### src/rtl/operand_fetch_pkg.sv
// Shared constants for the operand fetch stage and its scoreboard.
// Widths here are defaults only; the modules take them as overridable parameters.
package operand_fetch_pkg;

  localparam int unsigned DEF_XLEN = 32;
  localparam int unsigned DEF_AW   = 5;

  // Architectural zero register; never pending, never bypassed.
  localparam int unsigned REG_ZERO = 0;

endpackage

### src/rtl/op_scoreboard.sv
// Pending-writer scoreboard: one busy bit per architectural register.
// Set on issue, cleared on writeback, wiped on flush; a same-edge set beats a clear.
module op_scoreboard
  import operand_fetch_pkg::*;
#(
  parameter int unsigned AW = DEF_AW
) (
  input  logic              clk_i,
  input  logic              rst_ni,
  input  logic              flush_i,
  input  logic              set_i,
  input  logic [AW-1:0]     set_idx_i,
  input  logic              clr_i,
  input  logic [AW-1:0]     clr_idx_i,
  input  logic [AW-1:0]     q1_idx_i,
  output logic              q1_busy_o,
  input  logic [AW-1:0]     q2_idx_i,
  output logic              q2_busy_o,
  output logic [2**AW-1:0]  busy_o
);

  localparam logic [AW-1:0] Zero = AW'(REG_ZERO);

  logic [2**AW-1:0] busy_d, busy_q;

  always_comb begin
    busy_d = busy_q;
    if (clr_i && (clr_idx_i != Zero)) begin
      busy_d[clr_idx_i] = 1'b0;
    end
    // Applied after the clear so a new writer issued on the writeback edge stays pending.
    if (set_i && (set_idx_i != Zero)) begin
      busy_d[set_idx_i] = 1'b1;
    end
    if (flush_i) begin
      busy_d = '0;
    end
    busy_d[REG_ZERO] = 1'b0;
  end

  always_ff @(posedge clk_i or negedge rst_ni) begin
    if (!rst_ni) begin
      busy_q <= '0;
    end else begin
      busy_q <= busy_d;
    end
  end

  assign q1_busy_o = busy_q[q1_idx_i];
  assign q2_busy_o = busy_q[q2_idx_i];
  assign busy_o    = busy_q;

endmodule

### src/rtl/operand_fetch.sv
// Register-read stage: reads the register file, bypasses same-edge writeback,
// stalls on RAW/WAW against pending writers and registers operands for execute.
module operand_fetch
  import operand_fetch_pkg::*;
#(
  parameter int unsigned XLEN = DEF_XLEN,
  parameter int unsigned AW   = DEF_AW
) (
  input  logic            clk,
  input  logic            rst_n,
  input  logic            flush,
  input  logic            in_valid,
  output logic            in_ready,
  input  logic [AW-1:0]   in_rs1,
  input  logic [AW-1:0]   in_rs2,
  input  logic [AW-1:0]   in_rd,
  input  logic            in_rd_we,
  output logic [AW-1:0]   rf_addr1,
  output logic [AW-1:0]   rf_addr2,
  input  logic [XLEN-1:0] rf_rd1,
  input  logic [XLEN-1:0] rf_rd2,
  input  logic            wb_we,
  input  logic [AW-1:0]   wb_addr,
  input  logic [XLEN-1:0] wb_data,
  output logic            out_valid,
  input  logic            out_ready,
  output logic [XLEN-1:0] out_rs1_val,
  output logic [XLEN-1:0] out_rs2_val,
  output logic [AW-1:0]   out_rd,
  output logic            out_rd_we
);

  localparam logic [AW-1:0] Zero = AW'(REG_ZERO);

  logic            wb_hit1, wb_hit2, wb_hit_rd;
  logic            busy1, busy2;
  logic [2**AW-1:0] busy_vec;
  logic            hazard1, hazard2, waw;
  logic            accept, sb_set;
  logic [XLEN-1:0] src1_val, src2_val;

  logic            out_valid_d, out_valid_q;
  logic [XLEN-1:0] out_rs1_val_d, out_rs1_val_q;
  logic [XLEN-1:0] out_rs2_val_d, out_rs2_val_q;
  logic [AW-1:0]   out_rd_d, out_rd_q;
  logic            out_rd_we_d, out_rd_we_q;

  assign rf_addr1 = in_rs1;
  assign rf_addr2 = in_rs2;

  // The register file is written on the same edge this stage captures, so take wb data directly.
  assign wb_hit1   = wb_we && (wb_addr == in_rs1) && (in_rs1 != Zero);
  assign wb_hit2   = wb_we && (wb_addr == in_rs2) && (in_rs2 != Zero);
  assign wb_hit_rd = wb_we && (wb_addr == in_rd) && (in_rd != Zero);

  assign src1_val = wb_hit1 ? wb_data : rf_rd1;
  assign src2_val = wb_hit2 ? wb_data : rf_rd2;

  op_scoreboard #(
    .AW (AW)
  ) u_scoreboard (
    .clk_i     (clk),
    .rst_ni    (rst_n),
    .flush_i   (flush),
    .set_i     (sb_set),
    .set_idx_i (in_rd),
    .clr_i     (wb_we),
    .clr_idx_i (wb_addr),
    .q1_idx_i  (in_rs1),
    .q1_busy_o (busy1),
    .q2_idx_i  (in_rs2),
    .q2_busy_o (busy2),
    .busy_o    (busy_vec)
  );

  assign hazard1 = (in_rs1 != Zero) && busy1 && !wb_hit1;
  assign hazard2 = (in_rs2 != Zero) && busy2 && !wb_hit2;
  assign waw     = in_rd_we && (in_rd != Zero) && busy_vec[in_rd] && !wb_hit_rd;

  assign in_ready = (!out_valid_q || out_ready) && !hazard1 && !hazard2 && !waw && !flush;
  assign accept   = in_valid && in_ready;
  assign sb_set   = accept && in_rd_we && (in_rd != Zero);

  always_comb begin
    out_valid_d   = out_valid_q;
    out_rs1_val_d = out_rs1_val_q;
    out_rs2_val_d = out_rs2_val_q;
    out_rd_d      = out_rd_q;
    out_rd_we_d   = out_rd_we_q;
    if (flush) begin
      out_valid_d = 1'b0;
    end else if (accept) begin
      out_valid_d   = 1'b1;
      out_rs1_val_d = src1_val;
      out_rs2_val_d = src2_val;
      out_rd_d      = in_rd;
      out_rd_we_d   = in_rd_we;
    end else if (out_ready) begin
      out_valid_d = 1'b0;
    end
  end

  always_ff @(posedge clk or negedge rst_n) begin
    if (!rst_n) begin
      out_valid_q   <= 1'b0;
      out_rs1_val_q <= '0;
      out_rs2_val_q <= '0;
      out_rd_q      <= '0;
      out_rd_we_q   <= 1'b0;
    end else begin
      out_valid_q   <= out_valid_d;
      out_rs1_val_q <= out_rs1_val_d;
      out_rs2_val_q <= out_rs2_val_d;
      out_rd_q      <= out_rd_d;
      out_rd_we_q   <= out_rd_we_d;
    end
  end

  assign out_valid   = out_valid_q;
  assign out_rs1_val = out_rs1_val_q;
  assign out_rs2_val = out_rs2_val_q;
  assign out_rd      = out_rd_q;
  assign out_rd_we   = out_rd_we_q;

endmodule

### config.mk
export PLATFORM = sky130hd
export DESIGN_NAME = operand_fetch
export DESIGN_NICKNAME = d
export VERILOG_FILES = /design/src/rtl/operand_fetch_pkg.sv /design/src/rtl/op_scoreboard.sv /design/src/rtl/operand_fetch.sv
export SDC_FILE = /design/constraint.sdc
export NUM_CORES = 1
export LEC_CHECK = 0
export CAP_MARGIN = 25
export CORE_UTILIZATION = 43
export CTS_CLUSTER_SIZE = 30
export DETAILED_ROUTE_END_ITERATION = 8
export GPL_TIMING_DRIVEN = 0
export PLACE_DENSITY_LB_ADDON = 0.12
export SYNTH_ARGS = -nofsm -noshare
export SYNTH_HDL_FRONTEND = slang
export SYNTH_HIERARCHICAL = 1
export SYNTH_SLANG_ARGS = --single-unit
export TNS_END_PERCENT = 10
### constraint.sdc
create_clock -name clk -period 3.4 [get_ports clk]
set_input_delay 1.02 -clock clk [delete_from_list [all_inputs] [get_ports clk]]
set_output_delay 1.02 -clock clk [all_outputs]
set_load 0.02 [all_outputs]
==> impl_metrics.yaml <==
sta:
  setup_viol: 1
  finalWorstSetupSlack_ns: -0.283
  drv_slew: 0
  hold_violations: 0
  worstMarginPinSlew_ns: 0.680
  finClkSkew_ns: 0.00633
  hold_ws_ns: 0.509
  rsz0062_at_grt: "yes"
  max_freq_ghz: 0.272
  maxSlewHeadroom_pct: 54.7
  tns_ns: -0.283
  period_needed_ns: 3.68
  min_period_over_period_pct: 108
pwr:
  p_int_uw: 3220
  power.leakage_uw: 0.00400
  p_switching_uw: 1410
  seqPwrFrac_pct: 35.4
  clock_power_share_pct: 23.8
  p_sw_share_pct: 30.5
  combPwrFrac_pct: 40.9
  power.density_nw_per_um2: 499
  irDropWorstVdd_uv: 337
setup_path:
  path_buf_inv: 3
  endpoint_kind: "output port"
  cpPeakStageDelay_ns: 0.50
  worstSetupPathType: "primary input to output port"
  required_ns: 2.38
  slowest_stage: "mux4_2"
  cp.arrival_ns: 2.66
  crit_chain: "buf_12 > buf_8 > mux4_2 > nand2b_4 > o2111ai_2 > nand4_1 > o21ai_1 > o2111ai_2 > nor2_4 > buf_6"
  critPathTopFamily: "multiplexers"
  cp_common_cell: "o2111ai_2"
  path_max_fanout: 5
  cp-start-kind: "primary input"
clock_network:
  cts_buffer_depth: 2
  h-tree-depth: 3
  cts-root-buf: "clkbuf_16"
  tritoncts: "built"
  numCtsBuffers: 9
  cts.sinks: 102
  hold_buffers: 0
  clk_latency_ns: 0.35
  clkTransAtPathRegs_ns: 0.07
layout:
  finalNetCount: 882
  area_growth_pct: 45.3
  drive_gt1_share_pct: 33.0
  layout.cells.non_filler: 947
  fin_util_pct: 63.9
  antenna_cells: 0
  design_area_sq_um: 9280
synthesis:
  ys_types: 47
  synth.largest_area_cell: "dfrtp_1"
  syn_inst: 529
  synth_seq_cells: 102
  synth-async-reset-ratio_pct: 100
  yosysWarningCount: 6
  ys.flop_type: "dfrtp_1"
  synth_commonest_cells: "102 x dfrtp_1, 69 x mux2_4, 65 x mux2_2, 40 x nand2_1, 37 x a21oi_1"
  synth_top_area_share_pct: 39.9
  synth_nets: 652
  avgSynthCellArea_sq_um: 12.1
  syn_area_sq_um: 6390
  synth_area_leaders: "dfrtp_1 40%, mux2_4 16%, mux2_2 11%, mux4_2 3.5%, mux2i_1 3.4%"
  synth-edff-count: 0
  ys_seq_area_share_pct: 39.9
  yosysMostFrequentCell: "dfrtp_1"
hold_path:
  min_path_type: "flop to flop"
global_route:
  grt_pass1_wl_microns: 28400
  grt_pass1_vias: 5264
  antenna_found_initial: 0
  grt-ovfl-total: 0
  grtUsageTotal_pct: 25.0
  grt_max_degree: 53
job:
  drv_cap: 0
floorplanning:
  start_util_pct: 44.0
  die_y_microns: 124
  coreArea_sq_um: 14500
  die_area_sq_um: 15400
  io_pins: 205
  rows: 44
  die-width_microns: 124
detailed_routing:
  first_iter_violations: 333
  post_drt_via_cell_ratio: 5.48
  wirelength_microns: 19200
  vias: 5192
  drc: 0
  firstDrtPassIters: 6
  wl_per_cell_microns: 20.3
  postRouteAntennaNets: 0
placed_design:
  routabilityCongestion: 0.917
  io_buffers: 204
  detailed_place_hpwl_microns: 14300
  dpl_cell_area_sq_um: 8780
  post-place-cells: 918
status:
  violations: "negative setup slack"
  status: "complete, but fails checks"
-- state kept, by name, summed over array words and instances (netlist names) --
signal / cells
out_rs1_val: 32
out_rs2_val: 32
u_scoreboard/busy_o: 31
out_rd: 5
out_rd_we: 1
out_valid: 1
-- logic make-up (layout without fill, tap and decap cells) --
logic type / count (synthesis) / after routing / synth area share [%]
compound gates: 91 / 91 / 8.22
xor+xnor: 15 / 15 / 2.06
buf+inv: 45 / 279 / 5.95
flops: 102 / 102 / 39.9
mux: 168 / 168 / 35.5
other cells: 1 / 1 / 0.0587
simple gates: 107 / 107 / 8.32
-- layout by cell type (no fill, tap or decap), types with 9 or more instances in the layout --
| master | n |
|---|---|
| a21oi_1 | 37 |
| buf_12 | 9 |
| buf_4 | 30 |
| clkbuf_16 | 9 |
| clkdlybuf4s50_1 | 181 |
| dfrtp_1 | 102 |
| mux2_2 | 65 |
| mux2_4 | 69 |
| mux2i_1 | 20 |
| mux4_2 | 10 |
| nand2_1 | 39 |
| nand3_1 | 12 |
| o21ai_0 | 32 |
| xnor2_1 | 9 |
-- metal layers --
layer	vias up	part of all wire, %	GRT usage (%)
met4	0	2.0	7.37
met1	2536	40	30.8
li1	2374	-	-
met2	248	51	43.9
met3	34	7.9	5.36
met5	-	0	0
-- path summary, 6_finish.rpt --
kind | slack, ns | cells after the start | to | start
min reg2reg | 0.51 | 1 | out_rs2_val[20]$_DFFE_PN0P_ | out_rs2_val[20]$_DFFE_PN0P_
max | -0.28 | 10 | in_ready | in_rs2[0]
min | 0.51 | 1 | out_rs2_val[20]$_DFFE_PN0P_ | out_rs2_val[20]$_DFFE_PN0P_
max in group asynchronous | 2.00 | 2 | u_scoreboard/busy_o[11]$_DFF_PN0_ | rst_n
max reg2reg | 0.54 | 11 | out_rs2_val[14]$_DFFE_PN0P_ | u_scoreboard/busy_o[23]$_DFF_PN0_
min in group asynchronous | 0.69 | 1 | out_rs1_val[0]$_DFFE_PN0P_ | rst_n
-- area by class of cell --
class,instances,area (sq um)
Inverter,4,15.0
Buffer,40,423
Sequential cell,102,2550
Timing Repair Buffer,220,2160
Multi-Input combinational cell,382,3590
Clock inverter,5,82.6
Clock buffer,10,229
Fill cell,1155,5250
Tap cell,184,230
-- worst reg2reg max path, stage by stage, from the launching register on --
cell and delay [ns]:
dfrtp_1 0.42, mux4_2 0.50, nand2b_4 0.16, o2111ai_2 0.07, nand4_1 0.14, o311ai_2 0.11, o2111ai_2 0.20, buf_4 0.19
or3_1 0.31, buf_6 0.18, buf_12 0.16, mux2_4 0.30
-- stage by stage --
step / power (uW) / setup WS, ns
after floorplan: 2620 / -0.00633
after global placement: 3500 / -2.52
after detailed placement: 3530 / -1.43
after CTS: 4650 / -0.325
after global routing: 4840 / -0.325
final: 4630 / -0.283
-- power groups by stage --
stage	logic [uW]	registers [uW]	clock network (uW)
floorplan	629	1990	0
global placement	1860	1640	0
detailed placement	1870	1660	0
CTS	1890	1640	1120
global route	1990	1670	1180
finish	1890	1640	1100
-- repair_timing --
item / 4_1_cts / 5_1_grt
pin swaps: 5 / 7
resized for setup: 73 / 39
setup endpoints to repair: 111 / 101
setup buffers: 9 / 6
No activity file was read; power rests on OpenSTA's default activity.
